### config.mk
export PLATFORM = sky130hd
export DESIGN_NAME = elastic_pipe
export DESIGN_NICKNAME = d
export VERILOG_FILES = /design/src/rtl/pipe_pkg.sv /design/src/rtl/skid_stage.sv /design/src/rtl/elastic_pipe.sv
export SDC_FILE = /design/constraint.sdc
export NUM_CORES = 1
export LEC_CHECK = 0
export BUFFER_PORTS_ARGS = -buffer_cell sky130_fd_sc_hd__buf_2
export CAP_MARGIN = 0
export CORE_MARGIN = 1.5
export CORE_UTILIZATION = 50
export DETAILED_ROUTE_END_ITERATION = 16
export MAX_ROUTING_LAYER = met4
export PLACE_DENSITY = 0.7
export SLEW_MARGIN = 5
export SYNTH_ARGS = -nofsm -noshare
export SYNTH_HDL_FRONTEND = slang
export SYNTH_SLANG_ARGS = --single-unit
### constraint.sdc
create_clock -name clk -period 4.5 [get_ports clk]
set_input_delay 0.675 -clock clk [delete_from_list [all_inputs] [get_ports clk]]
set_output_delay 0.675 -clock clk [all_outputs]
set_load 0.005 [all_outputs]
### src/rtl/pipe_pkg.sv
// Shared types for the elastic pipeline: skid-stage state encoding and an
// occupancy helper.
package pipe_pkg;

  typedef enum logic [1:0] {
    ST_EMPTY = 2'd0,
    ST_BUSY  = 2'd1,
    ST_FULL  = 2'd2
  } skid_state_t;

  // Number of words a stage holds in a given state.
  function automatic logic [1:0] occ(input skid_state_t s);
    case (s)
      ST_BUSY: occ = 2'd1;
      ST_FULL: occ = 2'd2;
      default: occ = 2'd0;
    endcase
  endfunction

endpackage

### src/rtl/skid_stage.sv
// One skid-buffer stage: main register M feeds downstream, skid register S
// catches the word accepted in the cycle downstream stalls.
module skid_stage
  import pipe_pkg::*;
#(
  parameter int               WIDTH     = 32,
  parameter logic [WIDTH-1:0] RESET_VAL = '0
) (
  input  logic             clk,
  input  logic             reset,
  input  logic             flush,
  input  logic             up_valid,
  output logic             up_ready,
  input  logic [WIDTH-1:0] up_data,
  output logic             dn_valid,
  input  logic             dn_ready,
  output logic [WIDTH-1:0] dn_data
);

  skid_state_t      state, state_nxt;
  logic [WIDTH-1:0] main_q, skid_q;
  logic             acc, tx;
  logic             load_main_up, load_main_skid, load_skid_up;

  // Ready decodes only the state register, so no combinational path crosses
  // the stage from dn_ready to up_ready.
  assign up_ready = (state != ST_FULL);
  assign dn_valid = (state != ST_EMPTY);
  assign dn_data  = main_q;

  assign acc = up_valid & up_ready;
  assign tx  = dn_valid & dn_ready;

  always_comb begin
    // NOTE: every signal written here gets a default first, so no path
    // leaves one unassigned and no latch is inferred.
    state_nxt      = state;
    load_main_up   = 1'b0;
    load_main_skid = 1'b0;
    load_skid_up   = 1'b0;
    unique case (state)
      ST_EMPTY: begin
        if (acc) begin
          state_nxt    = ST_BUSY;
          load_main_up = 1'b1;
        end
      end
      ST_BUSY: begin
        if (acc && !tx) begin
          state_nxt    = ST_FULL;
          load_skid_up = 1'b1;
        end else if (acc && tx) begin
          load_main_up = 1'b1;
        end else if (tx) begin
          state_nxt = ST_EMPTY;
        end
      end
      ST_FULL: begin
        if (tx) begin
          state_nxt      = ST_BUSY;
          load_main_skid = 1'b1;
        end
      end
      default: state_nxt = ST_EMPTY;
    endcase
  end

  always_ff @(posedge clk) begin
    // NOTE: sequential state uses non-blocking assignments so every register
    // samples pre-edge values regardless of statement order.
    if (reset) begin
      // NOTE: data registers are reset here so out_data shows RESET_VAL after
      // reset; flush below clears only the state and leaves data as is.
      state  <= ST_EMPTY;
      main_q <= RESET_VAL;
      skid_q <= RESET_VAL;
    end else if (flush) begin
      state <= ST_EMPTY;
    end else begin
      state <= state_nxt;
      if (load_main_up)        main_q <= up_data;
      else if (load_main_skid) main_q <= skid_q;
      if (load_skid_up)        skid_q <= up_data;
    end
  end

endmodule

### src/rtl/elastic_pipe.sv
// Elastic pipeline register: DEPTH chained skid stages under valid/ready,
// with synchronous flush and a registered occupancy count.
module elastic_pipe
  import pipe_pkg::*;
#(
  parameter int               WIDTH     = 32,
  parameter int               DEPTH     = 2,
  parameter logic [WIDTH-1:0] RESET_VAL = '0,
  localparam int              CNT_W     = $clog2(2*DEPTH+1)
) (
  input  logic             clk,
  input  logic             reset,
  input  logic             flush,
  input  logic             in_valid,
  output logic             in_ready,
  input  logic [WIDTH-1:0] in_data,
  output logic             out_valid,
  input  logic             out_ready,
  output logic [WIDTH-1:0] out_data,
  output logic [CNT_W-1:0] count
);

  // Index i is the interface feeding stage i; index DEPTH is the output.
  logic             valid_c [DEPTH+1];
  logic             ready_c [DEPTH+1];
  logic [WIDTH-1:0] data_c  [DEPTH+1];
  logic             in_xfer, out_xfer;

  assign valid_c[0]     = in_valid;
  assign data_c[0]      = in_data;
  assign in_ready       = ready_c[0];
  assign out_valid      = valid_c[DEPTH];
  assign out_data       = data_c[DEPTH];
  assign ready_c[DEPTH] = out_ready;

  for (genvar i = 0; i < DEPTH; i++) begin : g_stage
    skid_stage #(
      .WIDTH    (WIDTH),
      .RESET_VAL(RESET_VAL)
    ) u_stage (
      .clk     (clk),
      .reset   (reset),
      .flush   (flush),
      .up_valid(valid_c[i]),
      .up_ready(ready_c[i]),
      .up_data (data_c[i]),
      .dn_valid(valid_c[i+1]),
      .dn_ready(ready_c[i+1]),
      .dn_data (data_c[i+1])
    );
  end

  assign in_xfer  = in_valid & in_ready;
  assign out_xfer = out_valid & out_ready;

  // Tracks the sum of stage occupancies; flush voids both handshakes.
  always_ff @(posedge clk) begin
    if (reset || flush) begin
      count <= '0;
    end else begin
      case ({in_xfer, out_xfer})
        2'b10:   count <= count + CNT_W'(1);
        2'b01:   count <= count - CNT_W'(1);
        default: count <= count;
      endcase
    end
  end

endmodule

==> reports/metrics.cfg <==
[detailed_routing]
wl_per_cell_um = 15.6
postRouteAntennaNets = 0
via_count = 4760
drc = 0
dr.pass1.iters = 4
drtIter0Drc = 292
routed_wl_mm = 13.9
vias_per_cell = 5.34

[yosys]
synth_top_area_cell = dfxtp_1
synth_cell_types = 40
syn_nets = 737
synth_compound_area_share_pct = 24.3
synthFlopType = dfxtp_1
yosysWarnings = 0
synth_mux_area_share_pct = 5.30
synth_xor_area_share_pct = 0.281
synth_area_um2 = 6230
synth_common_cells = nand2_1 (162), dfxtp_1 (135), a21oi_1 (102)
synth_area_leaders = dfxtp_1 (43%), a221oi_2 (14%), nand2_1 (9.8%), a21oi_1 (8.2%), mux2i_1 (5.3%)
async_flop_share_pct = 0
netlist.area_leader.share_pct = 43.4
synth-edff-count = 0
yosys.area_share.simple_pct = 15.2
synth_area_per_cell_um2 = 8.93
yosysMostFrequentCell = nand2_1
syn-instance-count = 698
ys_seq_elements = 135
yosys.area_share.adder_pct = 0.522
seq_area_frac_synth_pct = 43.4
synth_top_family_by_area = compound AO/OA/AOI/OAI gates

[floorplan]
io_pins = 74
initial_core_util_pct = 51.7
num_rows = 40
core-area_um2 = 12100
die_width_um = 115
dieArea_um2 = 13100
die_h_um = 115

[sta]
max_slew_margin_pct = 18.0
final.min_clock_period_ns = 2.38
finalSetupViolations = 0
hold_viol = 0
tns_ns = 0
rsz0062_at_grt = false
fin_crit_sh_pct = 52.9
tightest_slew_ns = 1.23
maxSlewViolCount = 0
fin_skew_ns = 0.00624
fmax_mhz = 420
holdWs_ns = 0.452

[place]
portBuffers = 73
placed_cell_area_um2 = 6350
dp.cells = 858
hpwl_mm = 8.48
gp_congestion = 0.780

[clocking]
post_cts_resized = 0
cts.sinks = 135
numCtsBuffers = 17
cts_tree = done
clk_pin_slew_ns = 0.05
h-tree-depth = 4
worstSkewPairLatency_ns = 0.42
holdBufCountCts = 0
cts_root_buf = clkbuf_16
postCtsSetupRepairBufs = 0
clockBufferDepth = 2

[grt]
grt_usage_pct = 23.2
grt_max_degree = 63
grt.overflow.total = 0
antenna_found_initial = 0
grt_pass1_wl_mm = 22.9
first_global_vias = 4653

[setup_path]
setup.worst_path.end_class = flip-flop
start_kind = flip-flop
required_ns = 4.83
reg2reg_from = g_stage[0].u_stage.state[0]
r2r_setup_slack_ns = 2.12
r2r_end = g_stage[0].u_stage.dn_data[21]
ff2ff_path_depth = 4
crit_type = reg -> reg
cp.arrival_ns = 2.71
crit_start = g_stage[0].u_stage.state[0]
worst-path-max-fanout = 32

[power_and_ir_drop]
combinationalPowerShare_pct = 8.5
power.internal_uw = 2190
switching_share_pct = 23.5
clkPwrFrac_pct = 47.2
seqPwrFrac_pct = 44.3
switchingPower_uw = 672
leakagePower_uw = 0.00254
peakVddDrop_mv = 0.242
p_per_area_nw_per_um2 = 412

[hold_path]
hold_path_startpoint = g_stage[1].u_stage.skid_q[27]
hold_path_end = g_stage[1].u_stage.skid_q[27]
holdPathStages = 2
hp-class = reg -> reg

[cells_and_area]
multi_input_area_um2 = 2860
drive_above_1_share_pct = 25.2
seq_area_um2 = 2700
area_growth_pct = 11.3
stdcell_area_um2 = 6930
fillCellCount = 1061
final_cells = 891
nets = 748

[flow_run]
drv_cap = 0

[status]
status = completed

sequential cells by signal, indices dropped and copies added (netlist names):
name	count
count	3
g_stage.u_stage.dn_data	64
g_stage.u_stage.skid_q	64
g_stage.u_stage.state	4
cell families (layout without fill, tap and decap cells):
kind of cell / count (synthesis) / after routing
AOI/OAI and AO/OA: 175 / 175
buffers and inverters: 125 / 149
DFF: 135 / 135
adders and majority gates: 2 / 2
xor gates and xnor gates: 2 / 2
other: 0 / 1
muxes: 33 / 33
and+or+nand+nor: 226 / 226
per-stage QoR:
| step | setup WS, ns | utilization [%] | power (µW) |
|---|---|---|---|
| 2_1_floorplan | 2.51 | - | 1480 |
| 3_3_place_gp | 1.80 | 52.7 | 1520 |
| 3_5_place_dp | 1.75 | 52.7 | 1530 |
| 4_1_cts | 2.16 | 57.5 | 2880 |
| 5_1_grt | 1.95 | 57.5 | 2960 |
| 6_report | 2.12 | 57.5 | 2860 |
power groups by stage:
stage	registers [µW]	logic, µW	clock network, µW
floorplan	1280	198	0
global placement	1290	234	0
detailed placement	1290	242	0
CTS	1270	243	1370
global route	1270	265	1420
finish	1270	242	1350
layout make-up:
cell class / instances / area share (%)
Clock inverter: 9 / 1.43
Multi-Input combinational cell: 438 / 41.3
Antenna cell: 1 / 0.0361
Timing Repair Buffer: 82 / 6.46
Tap cell: 168 / 3.03
Sequential cell: 135 / 39.0
Clock buffer: 23 / 6.89
Inverter: 35 / 1.89
cell usage in the layout (no fill, tap or decap), types with 4 or more instances in the layout:
cell type    n
a21oi_1    101
a221oi_1     5
a221oi_2    58
buf_2       72
buf_4        9
clkbuf_16   17
clkinv_2     6
dfxtp_1    135
inv_1       35
mux2i_1     33
nand2_1    162
nand2b_1     4
nor2_1      38
routing by layer:
metal | track usage, % | vias up | wire length (µm)
met5 | - | - | 0
met4 | 9.00 | 0 | 226
met3 | 5.08 | 19 | 620
met2 | 36.4 | 103 | 6680
met1 | 29.3 | 2263 | 6410
li1 | - | 2375 | -
how the worst max path moves through the flow:
stage               slack (ns)  cells past startpoint                              to
floorplan                 2.51                      7                        count[2]
global placement          1.80                      6   g_stage[1].u_stage.dn_data[1]
detailed placement        1.75                      6   g_stage[1].u_stage.dn_data[3]
CTS                       2.16                      4  g_stage[0].u_stage.dn_data[21]
global route              1.95                      4  g_stage[0].u_stage.dn_data[26]
finish                    2.12                      4  g_stage[0].u_stage.dn_data[21]
critical path, stage by stage, from the launching register on:
cell and delay (ns):
dfxtp_1 0.48, nand3b_1 0.27, nand2_2 0.88, mux2i_1 0.30, a221oi_2 0.33
No activity file was read; power rests on OpenSTA's default activity.
